File: src/rtl/oled_frame_streamer.sv
// Scans a WIDTHxHEIGHT frame through pixel_index, captures the renderers' RGB565 reply
// and streams a window-set command prologue plus pixel words to the OLED over 4-wire SPI.
module oled_frame_streamer #(
  parameter int WIDTH     = 96,
  parameter int HEIGHT    = 64,
  parameter int CLK_DIV   = 1,
  parameter int FRAME_GAP = 16
) (
  input  logic        clk,
  input  logic        rst_n,
  input  logic        enable,
  input  logic [15:0] oled_data,
  output logic [12:0] pixel_index,
  output logic        sclk,
  output logic        mosi,
  output logic        cs_n,
  output logic        dc,
  output logic        frame_begin,
  output logic        busy
);

  localparam int N = WIDTH * HEIGHT;
  localparam logic [12:0] LAST_PIX = 13'(N - 1);
  localparam logic [7:0]  COL_END  = 8'(WIDTH - 1);
  localparam logic [7:0]  ROW_END  = 8'(HEIGHT - 1);
  localparam logic [47:0] CMD_SEQ  = {8'h15, 8'h00, COL_END, 8'h75, 8'h00, ROW_END};
  localparam int DIV_W = (CLK_DIV > 1) ? $clog2(CLK_DIV) : 1;
  localparam int GAP_W = (FRAME_GAP > 1) ? $clog2(FRAME_GAP) : 1;
  localparam logic [DIV_W-1:0] DIV_LAST = DIV_W'(CLK_DIV - 1);
  localparam logic [GAP_W-1:0] GAP_LAST = GAP_W'(FRAME_GAP - 1);

  typedef enum logic [2:0] {IDLE, CMD, FETCH, SHIFT, GAP} state_t;

  state_t           state, state_nxt;
  logic [DIV_W-1:0] div_cnt, div_nxt;
  logic             phase, phase_nxt;
  logic [5:0]       bit_cnt, bit_nxt;
  logic             fetch_cnt, fetch_nxt;
  logic [GAP_W-1:0] gap_cnt, gap_nxt;
  logic [15:0]      shreg, shreg_nxt;
  logic [12:0]      pix, pix_nxt;
  logic             half_end, bit_end;

  always_ff @(posedge clk or negedge rst_n) begin
    if (!rst_n) begin
      state     <= IDLE;
      div_cnt   <= '0;
      phase     <= 1'b0;
      bit_cnt   <= '0;
      fetch_cnt <= 1'b0;
      gap_cnt   <= '0;
      shreg     <= '0;
      pix       <= '0;
    end else begin
      state     <= state_nxt;
      div_cnt   <= div_nxt;
      phase     <= phase_nxt;
      bit_cnt   <= bit_nxt;
      fetch_cnt <= fetch_nxt;
      gap_cnt   <= gap_nxt;
      shreg     <= shreg_nxt;
      pix       <= pix_nxt;
    end
  end

  always_comb begin
    state_nxt = state;
    div_nxt   = div_cnt;
    phase_nxt = phase;
    bit_nxt   = bit_cnt;
    fetch_nxt = fetch_cnt;
    gap_nxt   = gap_cnt;
    shreg_nxt = shreg;
    pix_nxt   = pix;
    half_end  = (div_cnt == DIV_LAST);
    bit_end   = half_end && phase;

    // phase 0 is the sclk-low half of a bit, phase 1 the sclk-high half
    if (state == CMD || state == SHIFT) begin
      if (half_end) begin
        div_nxt   = '0;
        phase_nxt = ~phase;
      end else begin
        div_nxt = div_cnt + 1'b1;
      end
    end

    case (state)
      IDLE: begin
        if (enable) begin
          state_nxt = CMD;
          div_nxt   = '0;
          phase_nxt = 1'b0;
          bit_nxt   = '0;
        end
      end
      CMD: begin
        if (bit_end) begin
          if (bit_cnt == 6'd47) begin
            state_nxt = FETCH;
            bit_nxt   = '0;
            fetch_nxt = 1'b0;
          end else begin
            bit_nxt = bit_cnt + 1'b1;
          end
        end
      end
      FETCH: begin
        if (fetch_cnt) begin
          shreg_nxt = oled_data;
          state_nxt = SHIFT;
          bit_nxt   = '0;
          div_nxt   = '0;
          phase_nxt = 1'b0;
        end else begin
          fetch_nxt = 1'b1;
        end
      end
      SHIFT: begin
        if (bit_end) begin
          shreg_nxt = {shreg[14:0], 1'b0};
          if (bit_cnt == 6'd15) begin
            bit_nxt   = '0;
            fetch_nxt = 1'b0;
            if (pix == LAST_PIX) begin
              pix_nxt   = '0;
              state_nxt = GAP;
              gap_nxt   = '0;
            end else begin
              pix_nxt   = pix + 1'b1;
              state_nxt = FETCH;
            end
          end else begin
            bit_nxt = bit_cnt + 1'b1;
          end
        end
      end
      GAP: begin
        if (gap_cnt == GAP_LAST) begin
          gap_nxt = '0;
          if (enable) begin
            state_nxt = CMD;
            div_nxt   = '0;
            phase_nxt = 1'b0;
            bit_nxt   = '0;
          end else begin
            state_nxt = IDLE;
          end
        end else begin
          gap_nxt = gap_cnt + 1'b1;
        end
      end
      default: state_nxt = IDLE;
    endcase
  end

  // Outputs decode straight from state so an async reset reaches the pins immediately
  assign busy        = (state != IDLE);
  assign cs_n        = (state == IDLE) || (state == GAP);
  assign dc          = (state == FETCH) || (state == SHIFT);
  assign sclk        = ((state == CMD) || (state == SHIFT)) && phase;
  assign mosi        = (state == CMD)   ? CMD_SEQ[6'd47 - bit_cnt] :
                       (state == SHIFT) ? shreg[15] : 1'b0;
  assign frame_begin = (state == CMD) && (bit_cnt == 6'd0) && !phase && (div_cnt == '0);
  assign pixel_index = pix;

endmodule

File: config.mk
export PLATFORM = sky130hd
export DESIGN_NAME = oled_frame_streamer
export DESIGN_NICKNAME = d
export VERILOG_FILES = /design/src/rtl/oled_frame_streamer.sv
export SDC_FILE = /design/constraint.sdc
export NUM_CORES = 1
export LEC_CHECK = 0
export ABC_CLOCK_PERIOD_IN_PS = 2100
export BUFFER_PORTS_ARGS = -buffer_cell sky130_fd_sc_hd__buf_2
export CAP_MARGIN = 5
export CELL_PAD_IN_SITES_DETAIL_PLACEMENT = 0
export CELL_PAD_IN_SITES_GLOBAL_PLACEMENT = 1
export CORE_UTILIZATION = 40
export CTS_CLUSTER_SIZE = 12
export DETAILED_ROUTE_END_ITERATION = 8
export PLACE_DENSITY = 0.8
export SLEW_MARGIN = 20
export SYNTH_ARGS = -nofsm -noshare
export SYNTH_HDL_FRONTEND = slang
export SYNTH_SLANG_ARGS = --single-unit
File: constraint.sdc
create_clock -name clk -period 2.1 [get_ports clk]
set_clock_uncertainty 0.2 [all_clocks]
set_input_delay 0.42 -clock clk [delete_from_list [all_inputs] [get_ports clk]]
set_output_delay 0.42 -clock clk [all_outputs]
set_load 0.005 [all_outputs]
==> results.txt, run 1 <==
----------------------------------------------------
[Pwr]
  Static Leak ... about 0.0015 uW
  Clock group share of total power ... 22.3%
  Share of power burned in registers ... 33.7%
  Pwr dens ... 1070 mW/mm2
  Combinational Power Share ... 44.0%
  Share of total power consumed by net switching ... roughly a third
  Int Pwr ... around 2300 uW
  Switching component of the power ... 1250 uW
  Worst VDD drop ... 490 uV

[Global route]
  Pin count of the biggest net entering global routing ... 46
  Vias in the first global route ... 1,923
  Global-route wire length before repair ... a little over 9 mm
  Overflow after GRT ... 0
  Initial antenna violation count ... 0
  Global-route usage over all layers ... 17.7%

[Route]
  Post-route ant nets ... 0
  Final routed DRC violation total ... 0
  Wirelength per Cell ... 13.4 um
  Average via count per standard cell ... around 5.2
  DR iter-0 viols ... 145
  1st-pass router iterations ... 4
  Final wirelength ... 5.50 mm
  Total via count in the routed design ... between 2,000 and 2,500

[Layout]
  Cell area after layout ... approximately 0.0033 mm2
  Multi-input combinational cell area ... 0.00141 mm2
  Total of fill cells in the finished design ... 575
  Number of nets in the layout ... 358
  Diodes inserted ... 0
  Area taken by flip-flops and latches ... 0.00113 mm2
  Fraction of final layout cells with drive strength greater than 1 ... 35.4%
  Area growth, synth to finish ... 28.4%

[Logic synthesis]
  Post-synth EDFFs ... 0
  Share of the yosys chip area belonging to registers ... between 40% and 50%
  Main combinational cell family by area after synthesis ... simple AND/OR/NAND/NOR gates
  Top post-synthesis cells by area ... sky130_fd_sc_hd__dfrtp_1 43%, sky130_fd_sc_hd__mux2i_1 7.7%, sky130_fd_sc_hd__o21ai_0 4.8%
  Cell with the most instances after synthesis ... sky130_fd_sc_hd__dfrtp_1
  Flip-flop and latch count after synthesis ... 45
  Share of synthesized registers carrying an async set or reset ... 100%
  Fraction of the mapped netlist area in adder cells ... between 3 and 4%
  Multiplexer share of the synthesized area ... 9.42%
  Top cells by count, synth ... 45 x sky130_fd_sc_hd__dfrtp_1, 30 x sky130_fd_sc_hd__nand2_1, 25 x sky130_fd_sc_hd__o21ai_0
  Simple-gate share of the synthesized area ... 21.3%
  Primary flip-flop cell chosen by synthesis mapping ... sky130_fd_sc_hd__dfrtp_1
  Number of cells produced by synthesis ... about 260
  Portion of synthesized cell area occupied by the leading cell type ... around 43%
  Per-instance average area after synthesis ... 9.97 um2
  Net count after synthesis ... 287
  XOR/XNOR share of the synthesized area ... 2.69%
  Synth Warn # ... 0
  Library cell occupying the most area in the post-synthesis netlist ... sky130_fd_sc_hd__dfrtp_1
  Area fraction in compound gates after synthesis ... 14.4%
  Total standard cell area after synthesis ... 0.00260 mm2
  Number of distinct library cells after synthesis ... just under 60

[Timing]
  Final Max Slew Viols ... 0
  Setup tns final ... -0.125 ns
  Worst slew margin relative to its limit ... 61.1%
  Post-route fraction of the period consumed by the critical path ... 106%
  Final hold violation count ... 13
  Slack of the critical path ... -0.125 ns
  Slew of the pin with the lowest slew margin ... slightly below 0.6 ns
  Hold slack ... -0.00838 ns
  Highest clock rate ... 449 MHz
  Setup-failing EPs final ... 1
  Minimum clock period ... 2.23 ns
  Unrepaired setup endpoints after global routing ... yes

[CTS]
  Maximum clock insertion buffer count ... 2
  Insertion delay to the later sink of the worst-skew pair ... 0.31 ns
  Clock-pin slew on the worst setup and hold paths ... 0.09 ns
  CTS Buf Count ... 5
  Buffer cell driving the clock tree root ... sky130_fd_sc_hd__clkbuf_8
  TritonCTS clock tree ... done
  CTS Hold Buffers Added ... 0
  H-tree depth reported by CTS ... 2
  CTS sink cnt ... 45

[Run status]
  Violations in the final reports ... hold timing, setup timing
  Outcome ... complete, but fails checks

[Critical path]
  Endpoint class of the critical path ... output pin
  Critical path fanouts, max ... 2
  Data arrival time of the critical path ... between 1.5 and 2 ns
  Category of the worst setup path launch point ... flop
  Buffers & Inverters on Critical Path ... 2
  Required arrival time at the worst endpoint ... roughly 1.5 ns
  CP top delay family ... compound AO/OA/AOI/OAI gates
  Largest stage delay on the critical path ... between 0.3 and 0.4 ns
  Type of the worst setup path ... reg2out
  Cell Chain, Critical Path ... inv_2 > ha_4 > nor2b_1 > o21ai_1 > a31oi_1 > a2111oi_2 > buf_2
  Critical path's slowest cell ... sky130_fd_sc_hd__dfrtp_1

[Floorplanning]
  Die outline height ... a little over 80 um
  Die W ... 82.7 um
  I/O pin cnt ... 38
  Row count ... 29
  Std-Cell Core Area ... 0.00631 mm2
  Starting density of the core ... 41.2%
  Area enclosed by the die boundary ... 0.00683 mm2

[Place]
  Post-DP HPWL ... 3.79 mm
  Cell area reported after detailed placement ... 0.00298 mm2
  Routability Congestion ... 0.793
  Port buffer count ... 37

[Run]
  Max-cap viol count ... 0

[Hold path]
  Worst hold path type ... in2async

----------------------------------------------------
[routing by layer]
metal	wire length (um)	track usage (%)	vias up	part of all wire (%)
met5	0	0	-	0
met4	127	8.45	0	2.3
met3	183	3.96	11	3.3
met2	2550	26.1	44	46
met1	2640	24.3	1024	48
li1	-	-	1071	-
[worst paths after layout]
kind / start / end / slack (ns) / cells after the start
worst max-delay path: bit_cnt[0] / mosi / -0.13 / 7
worst max register to register: state[1] / bit_cnt[0] / 0.08 / 6
min in group clk: oled_data[0] / shreg[0] / 0.15 / 3
max in group asynchronous: rst_n / state[0] / 1.28 / 2
worst min-delay path: rst_n / pixel_index[4] / -0.008 / 2
worst min register to register: shreg[14] / shreg[14] / 0.28 / 2
[state kept, by name, indices dropped and copies added (netlist names)]
name / flops
fetch_cnt: 1
bit_cnt: 6
shreg: 16
pixel_index: 13
div_cnt: 1
phase: 1
state: 3
gap_cnt: 4
[worst register-to-register path, delay by kind of cell (launching register included)]
family / cells / cell delay (ns)
mux: 1 / 0.27
compound gates: 2 / 0.48
buf+inv: 2 / 0.29
flops: 1 / 0.41
simple gates: 1 / 0.26
[stage by stage]
| stage | utilization, % | power, uW | cells | setup WS, ns | hold slack (ns) |
|---|---|---|---|---|---|
| after global routing | 52.9 | 3890 | 410 | -0.278 | 0.0422 |
| after detailed placement | 47.1 | 2520 | 384 | 0.0240 | 0.270 |
| final | 52.9 | 3590 | 410 | -0.125 | -0.00838 |
| after floorplan | - | 2160 | 261 | 0.0662 | -0.0756 |
| after CTS | 51.9 | 3550 | 408 | -0.203 | 0.0166 |
| after global placement | 47.1 | 2500 | 384 | 0.0550 | 0.260 |
[power groups by stage]
stage	combinational, uW	sequential (uW)	clock [uW]
6_report	1580	1210	800
5_1_grt	1780	1240	863
3_5_place_dp	1290	1230	0
4_1_cts	1520	1210	824
2_1_floorplan	965	1200	0
3_3_place_gp	1270	1230	0
[cell usage in the layout (no fill, tap or decap), types with 3 or more instances in the layout]
| cell | count |
|---|---|
| sky130_fd_sc_hd__inv_1 | 12 |
| sky130_fd_sc_hd__ha_1 | 5 |
| sky130_fd_sc_hd__clkbuf_8 | 5 |
| sky130_fd_sc_hd__buf_2 | 37 |
| sky130_fd_sc_hd__xnor2_1 | 7 |
| sky130_fd_sc_hd__or3_1 | 4 |
| sky130_fd_sc_hd__nand2_1 | 30 |
| sky130_fd_sc_hd__mux2_2 | 3 |
| sky130_fd_sc_hd__nor2_1 | 16 |
| sky130_fd_sc_hd__buf_4 | 33 |
| sky130_fd_sc_hd__o31ai_1 | 3 |
| sky130_fd_sc_hd__buf_6 | 4 |
| sky130_fd_sc_hd__a21oi_1 | 5 |
| sky130_fd_sc_hd__nand2b_1 | 3 |
| sky130_fd_sc_hd__dfrtp_1 | 43 |
| sky130_fd_sc_hd__o21ai_0 | 24 |
| sky130_fd_sc_hd__nand4_1 | 3 |
| sky130_fd_sc_hd__nor2b_1 | 3 |
| sky130_fd_sc_hd__mux2i_1 | 20 |
| sky130_fd_sc_hd__nand3_1 | 7 |
[timing repair]
| item | 4_1_cts | 5_1_grt |
|---|---|---|
| setup buffers | 16 | 6 |
| resized for setup | 12 | 15 |
| pin swaps | 5 | 2 |
| setup endpoints to repair | 2 | 8 |
| cloned | 0 | 0 |
[area by class of cell]
class / instances / share of cell area, %
multi-input cells: 190 / 42.2
flip-flops and latches: 45 / 33.8
repair buffers: 76 / 15.5
well taps: 77 / 2.88
clock buffers: 5 / 2.06
clock inverters: 3 / 2.06
inverters: 14 / 1.57
[cells by family (layout without fill, tap and decap cells)]
| logic type | Yosys count | count (layout) |
|---|---|---|
| xor+xnor | 8 | 8 |
| buf+inv | 26 | 98 |
| fa+ha+maj | 7 | 7 |
| compound gates | 55 | 55 |
| flops | 45 | 45 |
| mux | 24 | 24 |
| simple gates | 96 | 96 |
Power figures use the tool's default switching activity.
==> run 2, diff against run 1 <==
--- a/config.mk
+++ b/config.mk
@@ -11,6 +11,7 @@
 export CELL_PAD_IN_SITES_DETAIL_PLACEMENT = 0
 export CELL_PAD_IN_SITES_GLOBAL_PLACEMENT = 1
 export CORE_UTILIZATION = 40
+export CTS_BUF_LIST = sky130_fd_sc_hd__clkbuf_16
 export CTS_CLUSTER_SIZE = 12
 export DETAILED_ROUTE_END_ITERATION = 8
 export PLACE_DENSITY = 0.8
==> run 2 against run 1 <==
Against the previous run: the run ends with setup timing left; register-to-register slack hardly changed; combinational power about the same; highest routed layer unchanged; via count unchanged; clock-buffer cell count stayed put; die area unchanged; wire length rose by 1.7%; sequential share of layout area fell by 0.66 points; sequential power about the same; first-iteration DRC count fell by 26%; utilization increased by 1.1 points; worst setup slack better by 0.030 ns.
==> results.txt, run 2 (synthesized netlist as in run 1, its figures left out) <==
----------------------------------------------------
[Route]
  DR iter-0 viols ... 107 (-26%)
  Average via count per standard cell ... 5.22 (-0.49%)
  Post-route ant nets ... 0 (unchanged)
  Final routed DRC violation total ... 0 (unchanged)
  Wirelength per Cell ... 13.6 um (+1.2%)
  Final wirelength ... 5.60 mm (+1.7%)
  1st-pass router iterations ... 4 (unchanged)
  Total via count in the routed design ... 2,150 (unchanged)

[Layout]
  Total of fill cells in the finished design ... 564 (-1.9%)
  Most used cells in the layout excluding fill and tap cells ... 43 x sky130_fd_sc_hd__dfrtp_1, 37 x sky130_fd_sc_hd__buf_2, 35 x sky130_fd_sc_hd__buf_4, 30 x sky130_fd_sc_hd__nand2_1, 24 x sky130_fd_sc_hd__o21ai_0
  Diodes inserted ... 0 (unchanged)
  Register bank with the most flops ... shreg
  Leading cell type in the layout, fill and taps excluded ... sky130_fd_sc_hd__dfrtp_1
  Final cell utilization of the core ... 54.0% (+1.1 points)
  Fraction of final layout cells with drive strength greater than 1 ... 35.2% (-0.21 points)
  Cell area after layout ... 0.00341 mm2 (+2.0%)
  Number of nets in the layout ... 360 (+0.56%)
  Area growth, synth to finish ... 31.0%
  Largest register FFs ... 16 (unchanged)

[Critical path]
  Slack of the worst reg-to-reg path ... 0.09 ns (about the same)
  Required arrival time at the worst endpoint ... 1.48 ns (about the same)
  Critical path fanouts, max ... 2 (unchanged)
  Endpoint class of the critical path ... output pin
  Data arrival time of the critical path ... 1.58 ns (-0.03 ns)
  Type of the worst setup path ... reg2out
  Number of cell instances on the worst register-to-register path ... 6 (unchanged)
  Category of the worst setup path launch point ... flop

[CTS]
  CTS sink cnt ... 45 (unchanged)
  Clock-pin slew on the worst setup and hold paths ... 0.06 ns (-0.03 ns)
  TritonCTS clock tree ... done
  CTS Buf Count ... 5 (unchanged)
  Maximum clock insertion buffer count ... 2 (unchanged)
  Insertion delay to the later sink of the worst-skew pair ... 0.28 ns (-0.03 ns)
  H-tree depth reported by CTS ... 2 (unchanged)
  Buffer cell driving the clock tree root ... sky130_fd_sc_hd__clkbuf_16

[Global route]
  Initial antenna violation count ... 0 (unchanged)
  Pin count of the biggest net entering global routing ... 46 (unchanged)
  Global-route wire length before repair ... 9.16 mm (+0.60%)
  Overflow after GRT ... 0 (unchanged)
  Vias in the first global route ... 1,930 (+0.36%)
  Global-route usage over all layers ... 17.7% (+0.019 points)

[Pwr]
  Static Leak ... 0.00158 uW (+2.1%)
  Worst VDD drop ... 491 uV (+0.10%)
  Pwr dens ... 1130 mW/mm2 (+5.0%)

[Place]
  Routability Congestion ... 0.793 (unchanged)
  Port buffer count ... 37 (unchanged)
  Cell area reported after detailed placement ... 0.00298 mm2 (unchanged)
  Post-DP HPWL ... 3.79 mm (unchanged)

[Floorplanning]
  Row count ... 29 (unchanged)
  Starting density of the core ... 41.2% (unchanged)
  I/O pin cnt ... 38 (unchanged)
  Area enclosed by the die boundary ... 0.00683 mm2 (unchanged)
  Die outline height ... 82.7 um (unchanged)
  Std-Cell Core Area ... 0.00631 mm2 (unchanged)
  Die W ... 82.7 um (unchanged)

[Timing]
  Worst slew margin relative to its limit ... 61.2% (about the same)
  Post-route fraction of the period consumed by the critical path ... 105% (-1.4 points)
  Unrepaired setup endpoints after global routing ... yes
  Setup tns final ... -0.0950 ns (+0.0304 ns)
  Final hold violation count ... 0 (-13)
  Hold slack ... 0.0159 ns (+0.0243 ns)
  Setup-failing EPs final ... 1 (unchanged)
  Minimum clock period ... 2.20 ns (-0.0304 ns)
  Highest clock rate ... 456 MHz (+1.4%)
  Slew of the pin with the lowest slew margin ... 0.582 ns (-0.000359 ns)
  Slack of the critical path ... -0.0950 ns (+0.0304 ns)
  Final Max Slew Viols ... 0 (unchanged)

[Run status]
  Violations in the final reports ... setup timing
  Outcome ... complete, but fails checks

[Hold path]
  Worst hold path type ... in2async

[Run]
  Max-cap viol count ... 0 (unchanged)

----------------------------------------------------
[run 2: changes by cell type in the layout (fill, tap and decap cells not counted)]
| cell | change |
|---|---|
| sky130_fd_sc_hd__nor2_1 | +1 |
| sky130_fd_sc_hd__buf_4 | +2 |
| sky130_fd_sc_hd__nor2b_2 | -1 |
| sky130_fd_sc_hd__clkbuf_16 | +5 |
| sky130_fd_sc_hd__clkbuf_8 | -5 |
| sky130_fd_sc_hd__nor2_2 | -1 |
| sky130_fd_sc_hd__nor2b_1 | +1 |
[run 2: final timing paths]
| path | startpoint | end |
|---|---|---|
| worst max-delay path | bit_cnt[0] | mosi |
| worst min register to register | shreg[14] | shreg[14] |
| min in group clk | oled_data[0] | shreg[0] |
| worst min-delay path | rst_n | pixel_index[4] |
| worst max register to register | state[1] | bit_cnt[0] |
| max in group asynchronous | rst_n | state[0] |
[run 2: stage by stage]
| step | setup slack (ns) | instances | total power [uW] |
|---|---|---|---|
| floorplan | 0.0662 | 261 | 2160 |
| global placement | 0.0550 | 384 | 2500 |
| detailed placement | 0.0240 | 384 | 2520 |
| CTS | -0.172 | 407 | 3770 |
| global route | -0.244 | 412 | 4150 |
| finish | -0.0950 | 412 | 3850 |
[run 2: cell type report]
type | instances | area, um2 | area share [%]
clock inverters | 3 | 68.8 | 2.02
clock buffers | 5 | 125 | 3.67
inverters | 14 | 52.6 | 1.54
multi-input cells | 190 | 1400 | 41.2
flip-flops and latches | 45 | 1130 | 33.1
well taps | 77 | 96.3 | 2.83
repair buffers | 78 | 533 | 15.6
[run 2: what timing repair did]
action,4_1_cts,5_1_grt
hold buffers,0,0
resized for setup,12,13
setup endpoints to repair,2,6
setup buffers,15,9
pin swaps,5,2
[run 2: layer usage]
layer / global-route usage (%) / routed length (um)
met4: 7.93 / 99
met3: 3.63 / 133
met2: 25.7 / 2580
met5: 0 / 0
met1: 25.1 / 2780
[run 2: report_power, final]
part	leakage, uW	total (uW)	switching (uW)	internal [uW]
clock network	0.0000944	1030	341	686
registers	0.000583	1220	140	1080
logic	0.000904	1600	796	802
[run 2: worst max-delay path, stage by stage (launching register included)]
cell                        delay, ns
sky130_fd_sc_hd__dfrtp_1         0.37
sky130_fd_sc_hd__inv_2           0.06
sky130_fd_sc_hd__ha_4            0.15
sky130_fd_sc_hd__nor2b_1         0.12
sky130_fd_sc_hd__o21ai_1         0.13
sky130_fd_sc_hd__a31oi_1         0.09
sky130_fd_sc_hd__a2111oi_2       0.21
sky130_fd_sc_hd__buf_2           0.16
